--- config.mk ---
export PLATFORM = sky130hd
export DESIGN_NAME = fb_port_arbiter
export DESIGN_NICKNAME = d
export VERILOG_FILES = /design/src/rtl/fb_port_arbiter.sv
export SDC_FILE = /design/constraint.sdc
export NUM_CORES = 1
export LEC_CHECK = 0
export CAP_MARGIN = 10
export CORE_ASPECT_RATIO = 1.5
export CORE_MARGIN = 5
export CORE_UTILIZATION = 37
export CTS_BUF_LIST = sky130_fd_sc_hd__clkbuf_4 sky130_fd_sc_hd__clkbuf_8
export CTS_CLUSTER_DIAMETER = 40
export DETAILED_ROUTE_END_ITERATION = 10
export PLACE_DENSITY = 0.61
export SLEW_MARGIN = 10
export SYNTH_ARGS = -nofsm -noshare
export SYNTH_HDL_FRONTEND = slang
export SYNTH_SLANG_ARGS = --single-unit
--- constraint.sdc ---
create_clock -name pclock -period 4.7 [get_ports pclock]
set_input_delay 1.41 -clock pclock [delete_from_list [all_inputs] [get_ports pclock]]
set_output_delay 1.41 -clock pclock [all_outputs]
set_load 0.05 [all_outputs]
--- src/rtl/fb_port_arbiter.sv ---
// Single-port frame-buffer RAM arbiter: buffered recorder writes vs. req/ack readout.
// Define FB_ARB_STATS_EN to add the saturating drop_count output.
module fb_port_arbiter #(
    parameter int unsigned WFIFO_DEPTH = 4,
    parameter int unsigned HIGH_WATER  = 3,
    parameter int unsigned MEM_LATENCY = 1
) (
    input  logic                                 pclock,
    input  logic                                 reset,
    input  logic                                 end_frame,
    input  logic                                 wr_we,
    input  logic [18:0]                          wr_addr,
    input  logic [63:0]                          wr_data,
    input  logic                                 rd_req,
    input  logic [18:0]                          rd_addr,
    output logic                                 rd_ack,
    output logic                                 rd_valid,
    output logic [63:0]                          rd_data,
    input  logic                                 mem_stall,
    output logic [18:0]                          mem_addr,
    output logic                                 mem_we,
    output logic [63:0]                          mem_wdata,
    input  logic [63:0]                          mem_rdata,
    output logic                                 overflow,
    output logic [$clog2(WFIFO_DEPTH+1)-1:0]     fifo_level
`ifdef FB_ARB_STATS_EN
    ,
    output logic [15:0]                          drop_count
`endif
);

    localparam int unsigned CW = $clog2(WFIFO_DEPTH + 1);
    localparam int unsigned PW = $clog2(WFIFO_DEPTH);
    localparam logic [CW-1:0] DEPTH_C = CW'(WFIFO_DEPTH);
    localparam logic [CW-1:0] HWM_C   = CW'(HIGH_WATER);

    localparam logic [0:0] GNT_WRITE = 1'b0;
    localparam logic [0:0] GNT_READ  = 1'b1;

    logic [18:0]          fifo_addr [WFIFO_DEPTH];
    logic [63:0]          fifo_data [WFIFO_DEPTH];
    logic [PW-1:0]        wr_ptr;
    logic [PW-1:0]        rd_ptr;
    logic [CW-1:0]        count;
    logic [0:0]           last_grant;
    logic [MEM_LATENCY:0] tag;
    logic [MEM_LATENCY:0] tag_next;
    logic                 grant_wr;
    logic                 grant_rd;
    logic                 push;
    logic                 pop;
    logic                 drop;

    always_comb begin
        grant_wr = 1'b0;
        grant_rd = 1'b0;
        if (!reset && !mem_stall) begin
            if (count != '0 &&
                (count >= HWM_C || !rd_req || last_grant == GNT_READ)) begin
                grant_wr = 1'b1;
            end else if (rd_req) begin
                grant_rd = 1'b1;
            end
        end
        pop  = grant_wr;
        // A full FIFO still accepts a write when the head leaves in the same cycle.
        push = wr_we && (count < DEPTH_C || pop);
        drop = wr_we && !push;
        tag_next    = tag << 1;
        tag_next[0] = grant_rd;
    end

    assign rd_ack     = grant_rd;
    assign fifo_level = count;

    always_ff @(posedge pclock) begin
        if (push) begin
            fifo_addr[wr_ptr] <= wr_addr;
            fifo_data[wr_ptr] <= wr_data;
        end
    end

    always_ff @(posedge pclock) begin
        if (reset) begin
            wr_ptr     <= '0;
            rd_ptr     <= '0;
            count      <= '0;
            last_grant <= GNT_READ;
            tag        <= '0;
            mem_we     <= 1'b0;
            mem_addr   <= '0;
            mem_wdata  <= '0;
            rd_valid   <= 1'b0;
            rd_data    <= '0;
            overflow   <= 1'b0;
        end else begin
            if (push) wr_ptr <= wr_ptr + PW'(1);
            if (pop)  rd_ptr <= rd_ptr + PW'(1);
            case ({push, pop})
                2'b10:   count <= count + CW'(1);
                2'b01:   count <= count - CW'(1);
                default: count <= count;
            endcase

            if (grant_wr) begin
                last_grant <= GNT_WRITE;
            end else if (grant_rd) begin
                last_grant <= GNT_READ;
            end

            mem_we <= grant_wr;
            if (grant_wr) begin
                mem_addr  <= fifo_addr[rd_ptr];
                mem_wdata <= fifo_data[rd_ptr];
            end else if (grant_rd) begin
                mem_addr <= rd_addr;
            end

            // Tag exits the same cycle mem_rdata for that read is valid.
            tag      <= tag_next;
            rd_valid <= tag[MEM_LATENCY];
            if (tag[MEM_LATENCY]) rd_data <= mem_rdata;

            if (drop) begin
                overflow <= 1'b1;
            end else if (end_frame) begin
                overflow <= 1'b0;
            end
        end
    end

`ifdef FB_ARB_STATS_EN
    always_ff @(posedge pclock) begin
        if (reset) begin
            drop_count <= '0;
        end else if (end_frame) begin
            drop_count <= drop ? 16'd1 : 16'd0;
        end else if (drop && drop_count != 16'hFFFF) begin
            drop_count <= drop_count + 16'd1;
        end
    end
`endif

endmodule

==> metrics.csv, run 1 <==
stage,metric,value,unit
sta,slew margin rel.,25.1,%
power_and_ir_drop,PwrDens,440,mW/mm^2
cells_and_area,Non-Filler Instances,2115,
floorplan,Die Span Y,279,um
global_routing,first-pass GRT wire length,65800,um
drt,Post-Route WL,42600,um
floorplan,row count,98,
clock_network,hold-fix buffers at CTS,0,
clock_network,post-CTS setup buffer count,0,
logic_synthesis,"FFs w/ async S/R, synth",0,%
sta,final hold vios,0,
power_and_ir_drop,P_leak,0.00770,uW
logic_synthesis,Yosys reg bits,494,
placed_design,routability cong.,0.717,
logic_synthesis,"Cell Area, Synth",0.0179,sq mm
clock_network,Root Buffer,clkbuf_8,
sta,Hold Worst Slack,433,ps
logic_synthesis,Post-synth EDFFs,332,
logic_synthesis,Synth area leaders,"edfxtp_1, dfxtp_1, mux4_2",
logic_synthesis,syn_nets,1275,
placed_design,Post-DP HPWL,25000,um
sta,Pins Over Slew Limit,0,
power_and_ir_drop,Peak VDD IR,0.261,mV
floorplan,Die X,190,um
worst_setup_path,Critical Setup Path Class,in2out,
min_path,Hold Path Class,reg2reg,
clock_network,clock sink count,494,
worst_setup_path,nature of the critical path startpoint,input pin,
floorplan,core area,0.0478,sq mm
logic_synthesis,"count leader, synth",edfxtp_1,
cells_and_area,FILL cells,4186,
clock_network,CTS tree,yes,
drt,DRT Pass-1 Iters,5,
logic_synthesis,"Seq/Total Area, Yosys",73.8,%
status,outcome,"complete, no violations",
logic_synthesis,count of cell types in the netlist,32,
job,Max-cap violations,0,
cells_and_area,share of cells above drive strength 1,16.0,%
placed_design,dpl cells,1972,
logic_synthesis,top_reg_cell synth,edfxtp_1,
logic_synthesis,area share of the largest cell type after synthesis,55.7,%
sta,post-layout minimum cycle time,4330,ps
sta,max frequency,231,MHz
global_routing,largest net degree at the start of global routing,85,
clock_network,worst skew pair latency,620,ps
drt,initial drt markers,412,
placed_design,port bufs,325,
worst_setup_path,flop-to-flop setup slack,2130,ps
floorplan,# IOs,326,
worst_setup_path,worst-path cell chain,clkdlybuf4s50_1 -> nor2b_1 -> o21ai_0 -> nor3_1 -> buf_12,
clock_network,CTS resizes,0,
sta,clk_skew,33.2,ps
worst_setup_path,CP max stage delay,550,ps
global_routing,Total GRT Usage,16.0,%
drt,Antenna Nets Post-Route,0,
sta,Worst-Margin Slew,1120,ps
logic_synthesis,Yosys warnings,0,
global_routing,number of global-route vias before repair,11100,
worst_setup_path,crit-path max FO,3,
drt,post-DR wirelength/cell,20.2,um
logic_synthesis,dominant cell type by area after synthesis,edfxtp_1,
cells_and_area,Layout area overhead,31.0,%
logic_synthesis,Commonest cells post-synth,"edfxtp_1, dfxtp_1, nand2_1, mux4_2, nor2_1",
drt,vias,10400,
worst_setup_path,Setup crit end kind,primary output,
cells_and_area,Final #Nets,1629,
drt,Via density,4.90,
clock_network,TritonCTS Buffers,77,
worst_setup_path,worst path arrival time,2920,ps
worst_setup_path,Crit-path slowest cell,clkdlybuf4s50_1,
sta,Setup TNS,0,ps
clock_network,H-tree levels,3,
clock_network,Max clock buf depth,3,
drt,DRC viols,0,
logic_synthesis,Synth Area per Inst,16.3,sq um
floorplan,die area,0.0530,sq mm
global_routing,grt ovf,0,
worst_setup_path,Critical Path RT,3290,ps
logic_synthesis,Mapped Cells,1097,
sta,RSZ-0062 raised after global routing,false,
sta,# setup viols final,0,
floorplan,initial cell density of the core,37.4,%
sta,period utilization,92.2,%
clock_network,Clock transition at path regs,60,ps
global_routing,initial antenna violation count,2,
[flip-flops by register name, summed over array words and instances (netlist names), named ones only]
signal,flops
mem_we,1
fifo_data,256
mem_wdata,64
wr_ptr,2
fifo_addr,76
last_grant,1
fifo_level,3
tag,2
rd_data,64
overflow,1
rd_valid,1
rd_ptr,2
mem_addr,19
[critical path: cells and delay by family]
| kind | cells | cell delay [ps] |
|---|---|---|
| AND/OR/NAND/NOR | 2 | 580 |
| AO/OA/AOI/OAI | 1 | 200 |
| buffers and inverters | 2 | 730 |
[layout make-up]
cell class	instances	area, sq um	share of cell area [%]
Tap cell	600	751	3.20
Multi-Input combinational cell	492	4250	18.1
Clock buffer	116	1410	6.01
Antenna cell	1	2.50	0.0107
Clock inverter	26	211	0.902
Inverter	47	178	0.758
Sequential cell	494	13200	56.4
Timing Repair Buffer	339	3420	14.6
[final timing paths]
kind | startpoint | depth (start not counted) | to
worst max-delay path | rd_req | 5 | rd_ack
worst min-delay path | tag[0] | 1 | tag[1]
worst max register to register | fifo_level[2] | 9 | fifo_level[2]
worst min register to register | tag[0] | 1 | tag[1]
[logic make-up after synthesis]
| kind of cell | count (synthesis) | share of synthesized area (%) |
|---|---|---|
| buffers and inverters | 111 | 2.62 |
| AO/OA/AOI/OAI | 116 | 4.03 |
| XOR/XNOR | 4 | 0.196 |
| multiplexers | 148 | 14.1 |
| adder cells (fa/ha/maj) | 6 | 0.461 |
| flip-flops | 494 | 73.8 |
| AND/OR/NAND/NOR | 218 | 4.77 |
[layout by cell type, fill, tap and decap left out, types with 4 or more instances in the layout]
master           instances
ha_1                     5
edfxtp_1               332
clkinv_1                10
dfxtp_1                159
buf_12                   5
clkbuf_4                30
nor2_1                  73
nand2_1                129
a221oi_1                19
clkbuf_8                86
mux4_2                  83
o21a_1                  19
mux2i_1                 65
a21oi_1                 71
inv_1                   46
clkdlybuf4s50_1        323
and3_4                   4
clkinv_2                 9
buf_4                   10
[stage by stage]
step                instance area, sq um  total power (uW)  utilization [%]  setup WS, ps
finish                             23400             10300             49.0           367
CTS                                23400             10500             49.0           344
global placement                   21800              6700             45.6           412
detailed placement                 21800              6730             45.6           358
global route                       23400             10800             49.0           245
floorplan                          17900              6120                -           296
[report_power, final]
group	leakage, uW	total [uW]	internal, uW	switching [uW]
registers	0.00436	5090	4940	155
logic	0.00247	1510	636	872
clock network	0.000861	3720	2090	1620
total	0.00770	10300	7670	2650
[metal layers]
metal	wire length, um	global-route usage [%]	vias up
li1	-	-	4796
met1	16900	18.6	5166
met2	22100	29.0	331
met3	2630	4.21	69
met4	923	4.83	2
met5	13	0	-
Power figures use the tool's default switching activity.
==> inputs of run 2 (changes only) <==
Settings changed: PLACE_DENSITY 0.61 to 0.63, REMOVE_ABC_BUFFERS set to 1.
Clock period 4.7 ns to 3.8 ns, I/O delays scaled along.
==> run 2 against run 1 <==
Net effect: sequential cell count is the same; total power increased by 25%; sequential share of layout area shrank 0.42 points; setup slack got worse by 260 ps; routed wire length is 0.29% higher; clock skew decreased by 9.7 ps.
==> metrics.csv, run 2 (same netlist as run 1, synthesis figures left out) <==
stage,metric,value,unit,change
status,outcome,"complete, no violations",,unchanged
sta,Hold Worst Slack,443,ps,was 433 ps
clock_network,worst skew pair latency,620,ps,about the same
clock_network,H-tree levels,3,,unchanged
clock_network,Max clock buf depth,3,,unchanged
clock_network,post-CTS setup buffer count,0,,unchanged
worst_setup_path,Worst Path Buf+Inv,2,,unchanged
clock_network,CTS tree,yes,,unchanged
drt,Antenna Nets Post-Route,0,,unchanged
cells_and_area,Non-Filler Instances,2127,,was 2115
placed_design,dpl cells,1981,,was 1972
cells_and_area,Layout area overhead,32.0,%,was 31.0%
clock_network,hold-fix buffers at CTS,0,,unchanged
global_routing,M1 GR Usage,17.5,%,was 18.6%
floorplan,# IOs,326,,unchanged
worst_setup_path,CP max stage delay,490,ps,was 550 ps
global_routing,global-route met2 utilization,29.4,%,was 29.0%
placed_design,port bufs,325,,unchanged
worst_setup_path,Critical Setup Path Class,in2out,,unchanged
sta,post-layout minimum cycle time,3690,ps,
cells_and_area,"most common cell after layout, fill and taps aside",edfxtp_1,,unchanged
floorplan,core area,0.0478,sq mm,unchanged
global_routing,layer with the highest usage,met2,,unchanged
worst_setup_path,Setup crit end kind,primary output,,unchanged
placed_design,Post-DP HPWL,26800,um,was 25000 um
power_and_ir_drop,P_leak,0.00777,uW,was 0.00770 uW
sta,RSZ-0062 raised after global routing,false,,unchanged
global_routing,number of global-route vias before repair,11100,,about the same
job,Max-cap violations,0,,unchanged
worst_setup_path,nature of the critical path startpoint,input pin,,unchanged
clock_network,clock sink count,494,,unchanged
cells_and_area,max reg flops,256,,unchanged
cells_and_area,most flop-heavy register,fifo_data,,unchanged
drt,Via density,4.88,,was 4.90
sta,max frequency,271,MHz,
clock_network,Clock transition at path regs,60,ps,about the same
sta,period utilization,97.2,%,
worst_setup_path,Critical Path RT,2660,ps,was 3290 ps
cells_and_area,multi-input logic area,0.00426,sq mm,was 0.00425 sq mm
worst_setup_path,worst-path cell chain,clkdlybuf4s50_1 -> nor2b_1 -> o21ai_0 -> nor3_2 -> buf_12,,was clkdlybuf4s50_1 -> nor2b_1 -> o21ai_0 -> nor3_1 -> buf_12
sta,final hold vios,0,,unchanged
global_routing,initial antenna violation count,5,,was 2
global_routing,first-pass GRT wire length,64900,um,was 65800 um
drt,Post-Route WL,42800,um,was 42600 um
drt,vias,10400,,about the same
cells_and_area,Top Registers,"fifo_data x256, fifo_addr x76",,unchanged
global_routing,Total GRT Usage,15.9,%,was 16.0%
global_routing,largest net degree at the start of global routing,67,,was 85
cells_and_area,most frequent cells in the layout,"edfxtp_1, clkdlybuf4s50_1, dfxtp_1",,unchanged
worst_setup_path,crit-path max FO,3,,unchanged
sta,Pins Over Slew Limit,0,,unchanged
drt,DRC viols,0,,unchanged
worst_setup_path,worst path arrival time,2550,ps,was 2920 ps
drt,initial drt markers,387,,was 412
min_path,Hold Path Class,reg2reg,,unchanged
cells_and_area,FILL cells,4117,,was 4186
floorplan,Die Span Y,279,um,unchanged
global_routing,met3 global-route usage,4.34,%,was 4.21%
sta,slew margin rel.,26.1,%,was 25.1%
worst_setup_path,Crit-path slowest cell,clkdlybuf4s50_1,,unchanged
global_routing,grt ovf,0,,unchanged
sta,clk_skew,23.5,ps,was 33.2 ps
clock_network,Root Buffer,clkbuf_8,,unchanged
drt,post-DR wirelength/cell,20.1,um,was 20.2 um
floorplan,initial cell density of the core,37.4,%,unchanged
placed_design,routability cong.,0.751,,was 0.717
cells_and_area,share of cells above drive strength 1,16.9,%,was 16.0%
cells_and_area,Storage cell area,0.0132,sq mm,unchanged
sta,# setup viols final,0,,unchanged
cells_and_area,Final #Nets,1639,,was 1629
drt,DRT Pass-1 Iters,4,,was 5
power_and_ir_drop,PwrDens,546,mW/mm^2,was 440 mW/mm^2
sta,Setup TNS,0,ps,unchanged
floorplan,die area,0.0530,sq mm,unchanged
floorplan,row count,98,,unchanged
power_and_ir_drop,Peak VDD IR,0.340,mV,was 0.261 mV
floorplan,Die X,190,um,unchanged
clock_network,TritonCTS Buffers,78,,was 77
worst_setup_path,Worst path top cell family by delay,buffers and inverters,,unchanged
sta,Worst-Margin Slew,1110,ps,was 1120 ps
## run 2: worst reg2reg max path: stages, from the launching register on
cell,delay (ps)
dfxtp_1,550
a21oi_1,190
a2111o_2,480
inv_2,90
ha_1,180
inv_1,60
fa_1,370
xor2_1,160
or3_1,310
a21oi_1,160
## run 2: cell type report
type,count,area share [%]
Sequential cell,494,56.0
Multi-Input combinational cell,492,18.0
Timing Repair Buffer,348,15.0
Clock buffer,111,5.83
Tap cell,600,3.18
Clock inverter,33,1.26
Inverter,47,0.747
Antenna cell,2,0.0212
## run 2: timing repair
action / 4_1_cts / 5_1_grt
gates resized for setup: 0 / 1
setup endpoints to repair: 0 / 1
endpoints found under the hold margin: 0 / 0
## run 2: routing by layer
| layer | routed length [um] | vias to the layer above | part of all wire (%) |
|---|---|---|---|
| li1 | - | 4824 | - |
| met1 | 16100 | 5130 | 38 |
| met2 | 22800 | 344 | 53 |
| met3 | 2860 | 73 | 6.7 |
| met4 | 917 | 4 | 2.1 |
| met5 | 21 | - | 0.049 |
## run 2: report_power, final
part	switching (uW)	leakage [uW]	internal (uW)
clock	2070	0.000877	2650
combinational	1070	0.00253	804
sequential	209	0.00436	6110
total	3350	0.00777	9560
## run 2: path summary, 6_finish.rpt
path	cells past startpoint	to	slack, ps	from
worst max-delay path	5	rd_ack	110	rd_req
worst min-delay path	1	tag[1]	440	tag[0]
worst max register to register	9	fifo_level[2]	1180	fifo_level[0]
worst min register to register	1	tag[1]	440	tag[0]
## run 2: per-stage QoR
stage          util, %  setup slack (ps)  cell area, sq um  power, uW
3_5_place_dp      45.9              36.7             21900       8350
3_3_place_gp      45.9               163             21900       8310
5_1_grt           49.4              87.3             23600      13500
2_1_floorplan        -              -587             17600       7530
4_1_cts           49.4              19.5             23600      13100
6_report          49.4               107             23600      12900
==> inputs of run 3 (changes only) <==
Settings changed: REMOVE_ABC_BUFFERS 1 to not set, SETUP_SLACK_MARGIN set to 0.15.
==> run 3 against run 2 <==
Net effect: clock skew increased by 13 ps; critical path type unchanged; clock power decreased by 4.2%; combinational power about the same; die area unchanged; sequential share of layout area increased by 0.071 points; global-route usage about the same; routed wire length increased by 0.37%; register-to-register slack improved by 120 ps; total power decreased by 1.5%.
==> metrics.csv, run 3 (same netlist as run 1, synthesis figures left out) <==
stage,metric,value,unit,change
global_routing,first-pass GRT wire length,64700,um,was 64900 um
drt,DRT Pass-1 Iters,4,,unchanged
power_and_ir_drop,Peak VDD IR,0.302,mV,was 0.340 mV
drt,Via density,4.90,,was 4.88
placed_design,routability cong.,0.745,,was 0.751
global_routing,largest net degree at the start of global routing,87,,was 67
sta,RSZ-0062 raised after global routing,false,,unchanged
clock_network,CTS resizes,0,,unchanged
floorplan,die area,0.0530,sq mm,unchanged
floorplan,core area,0.0478,sq mm,unchanged
worst_setup_path,worst path arrival time,2430,ps,was 2550 ps
drt,Met3 Routed Length,3130,um,was 2860 um
global_routing,grt ovf,0,,unchanged
clock_network,post-CTS setup buffer count,0,,unchanged
drt,initial drt markers,514,,was 387
cells_and_area,Layout area overhead,31.8,%,was 32.0%
floorplan,initial cell density of the core,37.4,%,unchanged
sta,max frequency,280,MHz,was 271 MHz
placed_design,port bufs,325,,unchanged
cells_and_area,"most common cell after layout, fill and taps aside",edfxtp_1,,unchanged
job,Max-cap violations,0,,unchanged
floorplan,# IOs,326,,unchanged
placed_design,dpl cells,1985,,was 1981
min_path,Hold Path Class,reg2reg,,unchanged
cells_and_area,Non-Filler Instances,2130,,was 2127
clock_network,Root Buffer,clkbuf_8,,unchanged
worst_setup_path,crit-path max FO,3,,unchanged
sta,final hold vios,0,,unchanged
clock_network,hold-fix buffers at CTS,0,,unchanged
floorplan,Die X,190,um,unchanged
power_and_ir_drop,P_leak,0.00776,uW,was 0.00777 uW
clock_network,H-tree levels,3,,unchanged
clock_network,Clock transition at path regs,60,ps,about the same
cells_and_area,most flop-heavy register,fifo_data,,unchanged
worst_setup_path,Setup crit end kind,primary output,,unchanged
drt,Post-Route WL,42900,um,was 42800 um
clock_network,clock sink count,494,,unchanged
worst_setup_path,Critical Setup Path Class,in2out,,unchanged
power_and_ir_drop,PwrDens,539,mW/mm^2,was 546 mW/mm^2
sta,slew margin rel.,26.5,%,was 26.1%
sta,Worst-Margin Slew,1100,ps,was 1110 ps
cells_and_area,FILL cells,4095,,was 4117
floorplan,row count,98,,unchanged
cells_and_area,max reg flops,256,,unchanged
clock_network,TritonCTS Buffers,76,,was 78
sta,period utilization,94.0,%,was 97.2%
clock_network,worst skew pair latency,610,ps,was 620 ps
cells_and_area,Final #Nets,1641,,was 1639
clock_network,Max clock buf depth,3,,unchanged
global_routing,number of global-route vias before repair,10900,,was 11100
floorplan,Die Span Y,279,um,unchanged
sta,clk_skew,36.1,ps,was 23.5 ps
drt,DRC viols,0,,unchanged
sta,post-layout minimum cycle time,3570,ps,was 3690 ps
cells_and_area,Top Registers,"fifo_data x256, fifo_addr x76",,unchanged
drt,Antenna Nets Post-Route,0,,unchanged
drt,wire length on met1,16700,um,was 16100 um
global_routing,initial antenna violation count,5,,unchanged
worst_setup_path,nature of the critical path startpoint,input pin,,unchanged
drt,Max Used Layer,met4,,was met5
worst_setup_path,Critical Path RT,2660,ps,about the same
sta,Setup TNS,0,ps,unchanged
global_routing,Total GRT Usage,15.9,%,about the same
cells_and_area,most frequent cells in the layout,"edfxtp_1, clkdlybuf4s50_1, dfxtp_1",,unchanged
drt,vias,10400,,about the same
cells_and_area,share of cells above drive strength 1,16.4,%,was 16.9%
drt,met2 wire length,22100,um,was 22800 um
status,outcome,"complete, no violations",,unchanged
drt,post-DR wirelength/cell,20.1,um,about the same
clock_network,CTS tree,yes,,unchanged
sta,Pins Over Slew Limit,0,,unchanged
placed_design,Post-DP HPWL,26800,um,about the same
sta,# setup viols final,0,,unchanged
run 3: cell count changes in the layout (fill, tap and decap cells not counted), sizes merged:
cell,delta
bufinv,-1
inv,-1
clkbuf,-2
diode,+3
clkinv,+2
clkinvlp,-2
buf,+4
run 3: path summary, 6_finish.rpt:
path                       from            end  slack, ps  cells past startpoint
setup reg to reg  fifo_level[2]  fifo_level[2]       1300                      9
setup / recovery         rd_req         rd_ack        230                      5
hold reg to reg          tag[0]         tag[1]        440                      1
hold / removal           tag[0]         tag[1]        440                      1
run 3: critical path, stage by stage:
cell and delay, ps:
clkdlybuf4s50_1 470, nor2b_1 240, o21ai_0 200, nor3_2 210
buf_12 170
run 3: through the flow:
stage | setup slack (ps) | hold WS [ps] | power (uW) | cell area [sq um] | util (%)
2_1_floorplan | 454 | 414 | 7560 | 17900 | -
3_3_place_gp | 224 | 419 | 8320 | 22000 | 46.0
3_5_place_dp | 214 | 426 | 8350 | 22000 | 46.0
4_1_cts | 225 | 445 | 12900 | 23600 | 49.3
5_1_grt | 160 | 458 | 13300 | 23600 | 49.3
6_report | 227 | 442 | 12700 | 23600 | 49.3
run 3: where the power goes:
group | internal, uW | switching [uW] | leakage [uW]
registers | 6110 | 181 | 0.00436
logic | 804 | 1100 | 0.00256
clock network | 2520 | 2000 | 0.000836
total | 9430 | 3280 | 0.00776
run 3: final cells by class:
class,instances,area (sq um),share of cell area (%)
Antenna cell,5,12.5,0.0530
Clock buffer,109,1360,5.75
Clock inverter,31,238,1.01
Inverter,47,176,0.748
Multi-Input combinational cell,492,4260,18.0
Sequential cell,494,13200,56.1
Tap cell,600,751,3.18
Timing Repair Buffer,352,3580,15.2
run 3: layer usage:
| layer | GRT usage [%] | vias to the layer above |
|---|---|---|
| li1 | - | 4816 |
| met1 | 18.4 | 5190 |
| met2 | 28.2 | 355 |
| met3 | 4.53 | 72 |
| met4 | 5.70 | 0 |
| met5 | 0 | - |
